**config.mk**
```make
export PLATFORM = sky130hd
export DESIGN_NAME = enemy_shooter
export DESIGN_NICKNAME = d
export VERILOG_FILES = /design/src/rtl/enemy_shooter.sv
export SDC_FILE = /design/constraint.sdc
export NUM_CORES = 1
export LEC_CHECK = 0
export CAP_MARGIN = 15
export CELL_PAD_IN_SITES_DETAIL_PLACEMENT = 0
export CELL_PAD_IN_SITES_GLOBAL_PLACEMENT = 1
export CORE_AREA = 2 2 122 124
export DETAILED_ROUTE_END_ITERATION = 8
export DIE_AREA = 0 0 124 126
export GPL_TIMING_DRIVEN = 0
export PLACE_DENSITY_LB_ADDON = 0.1
export SYNTH_ARGS = -nofsm -noshare
export SYNTH_HDL_FRONTEND = slang
export SYNTH_SLANG_ARGS = --single-unit
```
**constraint.sdc**
```tcl
create_clock -name clk_i -period 5.5 [get_ports clk_i]
set_input_delay 1.1 -clock clk_i [delete_from_list [all_inputs] [get_ports clk_i]]
set_output_delay 1.1 -clock clk_i [all_outputs]
set_load 0.02 [all_outputs]
```
**src/rtl/enemy_shooter.sv**
```systemverilog
// enemy_shooter: fleet gunner dropping one bomb at a time toward the player.
// Reports player hits and bomb/bullet clashes as single-cycle pulses.
module enemy_shooter #(
    parameter logic [11:0] color_p      = {4'hE, 4'h3, 4'h3},
    parameter logic [7:0]  lfsr_seed_p  = 8'hA5,
    parameter logic [7:0]  fire_delay_p = 8'd60,
    parameter logic [9:0]  step_p       = 10'd6,
    parameter logic [9:0]  player_top_p = 10'd394,
    parameter logic [9:0]  player_bot_p = 10'd414,
    parameter logic [9:0]  floor_p      = 10'd470
) (
    input  logic       clk_i,
    input  logic       reset_ni,
    input  logic       frame_i,
    input  logic       enable_i,
    input  logic       clear_i,
    input  logic [9:0] fleet_left_i,
    input  logic [9:0] fleet_right_i,
    input  logic [9:0] fleet_bot_i,
    input  logic [9:0] player_left_i,
    input  logic [9:0] player_right_i,
    input  logic       pbullet_i,
    input  logic [9:0] pbullet_left_i,
    input  logic [9:0] pbullet_top_i,
    output logic       hit_player_o,
    output logic       clash_o,
    output logic       bomb_o,
    output logic [9:0] bomb_left_o,
    output logic [9:0] bomb_right_o,
    output logic [9:0] bomb_top_o,
    output logic [9:0] bomb_bot_o,
    output logic [3:0] bomb_red_o,
    output logic [3:0] bomb_green_o,
    output logic [3:0] bomb_blue_o,
    output logic [1:0] state_o
);

    typedef enum logic [1:0] {
        S_IDLE = 2'b01,
        S_FALL = 2'b10
    } state_t;

    state_t      r_state;
    state_t      w_state_nxt;
    logic [7:0]  r_lfsr;
    logic [7:0]  r_cool;
    logic [7:0]  w_cool_nxt;
    logic [9:0]  r_left;
    logic [9:0]  r_top;
    logic [9:0]  w_left_nxt;
    logic [9:0]  w_top_nxt;
    logic        r_hit;
    logic        r_clash;
    logic        w_hit_nxt;
    logic        w_clash_nxt;

    logic        w_tick;
    logic [10:0] w_span;
    logic [9:0]  w_fire_left;
    logic [10:0] w_bl;
    logic [10:0] w_br;
    logic [10:0] w_bt;
    logic [10:0] w_bb;
    logic [10:0] w_pbl;
    logic [10:0] w_pbr;
    logic [10:0] w_pbt;
    logic [10:0] w_pbb;
    logic        w_hit;
    logic        w_clash;
    logic        w_floor;

    assign w_tick = frame_i & enable_i;

    // 11-bit sums so a wide fleet box cannot wrap the column clamp.
    assign w_span = {1'b0, fleet_left_i} + {3'b000, r_lfsr} + 11'd6;
    assign w_fire_left = (w_span <= {1'b0, fleet_right_i})
                       ? fleet_left_i + {2'b00, r_lfsr}
                       : fleet_right_i - 10'd6;

    assign w_bl  = {1'b0, r_left};
    assign w_br  = w_bl + 11'd6;
    assign w_bt  = {1'b0, r_top};
    assign w_bb  = w_bt + 11'd10;
    assign w_pbl = {1'b0, pbullet_left_i};
    assign w_pbr = w_pbl + 11'd6;
    assign w_pbt = {1'b0, pbullet_top_i};
    assign w_pbb = w_pbt + 11'd10;

    assign w_hit = (w_bl < {1'b0, player_right_i})
                 && (w_br > {1'b0, player_left_i})
                 && (w_bb >= {1'b0, player_top_p})
                 && (w_bt <= {1'b0, player_bot_p});

    assign w_clash = pbullet_i
                   && (w_bl < w_pbr) && (w_pbl < w_br)
                   && (w_bt < w_pbb) && (w_pbt < w_bb);

    assign w_floor = (r_top >= floor_p);

    // LFSR free-runs every clock, independent of enable and clear.
    always_ff @(posedge clk_i or negedge reset_ni) begin
        if (!reset_ni) begin
            r_lfsr <= lfsr_seed_p;
        end else begin
            r_lfsr <= {r_lfsr[6:0],
                       r_lfsr[7] ^ r_lfsr[5] ^ r_lfsr[4] ^ r_lfsr[3]};
        end
    end

    // State, cooldown, bomb position and pulse registers.
    always_ff @(posedge clk_i or negedge reset_ni) begin
        if (!reset_ni) begin
            r_state <= S_IDLE;
            r_cool  <= fire_delay_p;
            r_left  <= 10'd0;
            r_top   <= 10'd0;
            r_hit   <= 1'b0;
            r_clash <= 1'b0;
        end else begin
            r_state <= w_state_nxt;
            r_cool  <= w_cool_nxt;
            r_left  <= w_left_nxt;
            r_top   <= w_top_nxt;
            r_hit   <= w_hit_nxt;
            r_clash <= w_clash_nxt;
        end
    end

    // Next-state: clear beats hit beats clash beats floor beats move.
    always_comb begin
        w_state_nxt = r_state;
        w_cool_nxt  = r_cool;
        w_left_nxt  = r_left;
        w_top_nxt   = r_top;
        w_hit_nxt   = 1'b0;
        w_clash_nxt = 1'b0;
        case (r_state)
            S_IDLE: begin
                if (clear_i) begin
                    w_cool_nxt = fire_delay_p;
                end else if (w_tick) begin
                    if (r_cool == 8'd0) begin
                        w_state_nxt = S_FALL;
                        w_left_nxt  = w_fire_left;
                        w_top_nxt   = fleet_bot_i;
                    end else begin
                        w_cool_nxt = r_cool - 8'd1;
                    end
                end
            end
            S_FALL: begin
                if (clear_i) begin
                    w_state_nxt = S_IDLE;
                    w_cool_nxt  = fire_delay_p;
                end else if (enable_i) begin
                    if (w_hit) begin
                        w_state_nxt = S_IDLE;
                        w_cool_nxt  = fire_delay_p;
                        w_hit_nxt   = 1'b1;
                    end else if (w_clash) begin
                        w_state_nxt = S_IDLE;
                        w_cool_nxt  = fire_delay_p;
                        w_clash_nxt = 1'b1;
                    end else if (w_floor) begin
                        w_state_nxt = S_IDLE;
                        w_cool_nxt  = fire_delay_p;
                    end else if (frame_i) begin
                        w_top_nxt = r_top + step_p;
                    end
                end
            end
            default: begin
                w_state_nxt = S_IDLE;
                w_cool_nxt  = fire_delay_p;
            end
        endcase
    end

    assign hit_player_o = r_hit;
    assign clash_o      = r_clash;
    assign bomb_o       = (r_state == S_FALL);
    assign bomb_left_o  = r_left;
    assign bomb_right_o = r_left + 10'd6;
    assign bomb_top_o   = r_top;
    assign bomb_bot_o   = r_top + 10'd10;
    assign bomb_red_o   = color_p[11:8];
    assign bomb_green_o = color_p[7:4];
    assign bomb_blue_o  = color_p[3:0];
    assign state_o      = r_state;

endmodule

```
==> impl_metrics.json <==
{
  "io-pin-count": 133,
  "crit_path_start_kind": "primary input",
  "route.detailed.drc": 0,
  "dpl_worst_slack_ps": -379,
  "cts_htree_levels": 2,
  "cts-buffers-inserted": 5,
  "reg2reg_slack_ps": 1130,
  "vias": 4900,
  "hp-class": "flop to flop",
  "ir_drop_uv": 107,
  "cp_num_buf_inv": 4,
  "grt_pass1_vias": 4815,
  "placed_cells": 938,
  "min_path_cells": 0,
  "stdcell_count": 947,
  "critPathMaxFanout": 10,
  "first_pass_iters": 4,
  "antenna_found_initial": 0,
  "initial_core_util_pct": 36.1,
  "grt_use_total_pct": 18.0,
  "maxCapViolCount": 0,
  "overflow": 0,
  "crit_slowest_cell": "clkdlybuf4s50_1",
  "period_needed_ps": 5260,
  "pwr_density_cell_mw_per_mm2": 135,
  "die_h_microns": 126,
  "worstPathCellList": "clkdlybuf4s50_1, inv_1, ha_1, inv_1, ha_1, fa_1, a21o_1, a21oi_1, o21bai_1, a21oi_1, xnor2_1, ha_1, a21o_1, a211o_1, nor3_1, a2bb2oi_2, nand2_1, clkbuf_4, a221oi_4, nor2_1",
  "timing_hold_violations_final": 0,
  "totalWireLength_microns": 14200,
  "synthFlopType": "dfrtp_1",
  "cts_hold_buffers": 0,
  "synth_cell_type_count": 69,
  "skew_ps": 4.99,
  "area_growth_pct": 32.7,
  "final_core_util_pct": 47.9,
  "portBuffers": 120,
  "synthTopCellsByCount": "83 x ha_1, 68 x inv_1, 49 x nand2_1",
  "synth.cell_area_sq_mm": 0.00516,
  "avgSynthCellArea_sq_um": 8.29,
  "wl_per_cell_microns": 15.0,
  "totalPowerFinal_w": 0.000928,
  "tightest_slew_ps": 1070,
  "root_buffer": "clkbuf_16",
  "clock-sinks": 40,
  "clk_latency_ps": 280,
  "slew_headroom_pct": 27.9,
  "ys_ff_latch": 40,
  "min_from": "r_lfsr[0]",
  "cts_tree": "built",
  "antenna_cells": 0,
  "final_nets": 927,
  "r2r-end": "bomb_left_o[9]",
  "drtIter0Drc": 149,
  "fp.dieW_microns": 124,
  "clockBufferDepth": 2,
  "setup_ws_ps": 237,
  "rsz0062_at_grt": "false",
  "design.core.area_sq_mm": 0.0143,
  "yosys.area.top_type": "ha_1",
  "path_clk_slew_ps": 60,
  "crit_arrival_ps": 5430,
  "synth-edff-count": 0,
  "grt_max_degree": 41,
  "via_per_inst": 5.17,
  "slowest_delay_ps": 490,
  "final_antenna_net_count": 0,
  "timing.rr.start": "r_lfsr[2]",
  "gp_congestion": 0.868,
  "synth_top_area_share_pct": 20.1,
  "yosysSeqAreaShare_pct": 19.6,
  "critPathTopFamily": "compound AO/OA/AOI/OAI gates",
  "outcome": "complete, no violations",
  "p_leak_nw": 3.12,
  "rows": 44,
  "dp_hpwl_microns": 11800,
  "finalSetupViolCount": 0,
  "required_ps": 5660,
  "slew_viol_final": 0,
  "min_to": "r_lfsr[1]",
  "worstSetupPathType": "primary input to flop",
  "yosysWarnings": 0,
  "drive_gt1_share_pct": 7.60,
  "finalCritPeriodShare_pct": 95.7,
  "max_freq_mhz": 190,
  "path_common_cell": "ha_1",
  "synthTopCellsByArea": "ha_1 20%, dfrtp_1 15%, inv_1 4.9%",
  "rr_worst_depth": 18,
  "async_flop_share_pct": 100,
  "synthCells": 623,
  "die-area_sq_mm": 0.0156,
  "grt_pass1_wl_microns": 22900,
  "yosysMostFrequentCell": "ha_1",
  "cp-end-kind": "flop"
}
layer usage:
metal  GRT usage [%]  routed length, microns  up-vias
met5               0                       0        -
met1            24.5                    6750     2296
met3            2.08                     575       14
li1                -                       -     2485
met2            30.5                    6660      105
met4            4.16                     189        0
cell families (layout without fill, tap and decap cells):
logic type      after synthesis  after routing  synth area share, %
xor+xnor                     54             54                 9.16
flops                        40             40                 19.6
compound gates              164            164                 21.3
other cells                   2             12                0.145
buf+inv                      97            227                 8.33
fa+ha+maj                    90             90                 22.6
mux                           8              8                 1.55
simple gates                168            168                 17.2
sequential cells by signal, summed over array words and instances (netlist names):
| signal | count |
|---|---|
| hit_player_o | 1 |
| r_lfsr | 8 |
| state_o | 2 |
| clash_o | 1 |
| r_cool | 8 |
| bomb_top_o | 10 |
| bomb_left_o | 10 |
worst reg2reg max path, cell delays in order (launching register included):
cell	delay [ps]
dfstp_2	540
inv_1	40
ha_1	300
inv_1	100
fa_1	460
a21o_1	190
a21oi_1	220
o21bai_1	90
a21oi_1	240
xnor2_1	170
ha_1	280
a21o_1	180
a211o_1	300
nor3_1	240
a2bb2oi_2	180
nand2_1	130
clkbuf_4	240
a221oi_4	310
nor2_1	60
worst max-delay path by stage:
stage,start,endpoint,slack [ps],depth (start not counted)
floorplan,fleet_left_i[1],bomb_left_o[9],760,19
global placement,fleet_left_i[1],bomb_left_o[9],-370,20
detailed placement,fleet_left_i[1],bomb_left_o[9],-380,20
CTS,fleet_left_i[1],bomb_left_o[9],80,20
global route,fleet_left_i[1],bomb_left_o[9],30,20
finish,fleet_left_i[1],bomb_left_o[9],240,20
final cells by class:
type                            instances  area (sq um)
Buffer                                 28           175
Clock buffer                            5           125
Clock inverter                          3          42.5
Fill cell                            1418          7460
Inverter                               69           259
Multi-Input combinational cell        496          3780
Sequential cell                        40          1010
Tap cell                              184           230
Timing Repair Buffer                  122          1220
metrics by stage:
stage | hold WS (ps) | TNS (ps) | instance area (sq um)
after floorplan | 378 | 0 | 5200
after global placement | 392 | -1470 | 6630
after detailed placement | 395 | -1650 | 6650
after CTS | 403 | 0 | 6820
after global routing | 407 | 0 | 6850
final | 402 | 0 | 6850
placed cells by master (no fill, tap or decap), types with 4 or more instances in the layout:
master,synthesis,routed
or3_1,5,5
and3_1,8,8
nand4_1,9,9
a211oi_1,6,6
nor3b_1,4,4
xor2_1,25,25
clkdlybuf4s50_1,0,119
a31oi_1,15,15
nor3_1,9,9
fa_1,6,6
ha_1,83,83
o21bai_1,6,6
mux2i_1,8,8
o21ai_0,37,37
inv_1,68,68
a2111oi_0,4,4
nand2b_1,10,10
a21oi_1,36,36
a21o_1,11,11
o2111ai_1,6,6
dfstp_2,9,9
buf_4,14,15
buf_2,5,6
xnor2_1,29,29
clkbuf_1,7,7
dfrtp_1,31,31
nor2b_1,7,7
o21ai_1,4,4
clkbuf_16,0,5
nor2_1,34,34
o211ai_1,4,4
conb_1,2,12
nand2_1,49,49
nand3_1,14,14
timing repair:
action	in CTS	in global routing
gates resized for setup	2	4
setup endpoints to repair	1	9
setup buffers	0	1
pin swaps	0	1
power breakdown:
group	total [W]	internal (W)	leakage [nW]	switching, W
registers	0.000316	0.000306	0.515	0.00000990
clock network	0.000331	0.000213	0.0798	0.000118
logic	0.000281	0.000142	2.53	0.000139
total	0.000928	0.000662	3.12	0.000266
Note: power is estimated with default switching activity, not from simulation.
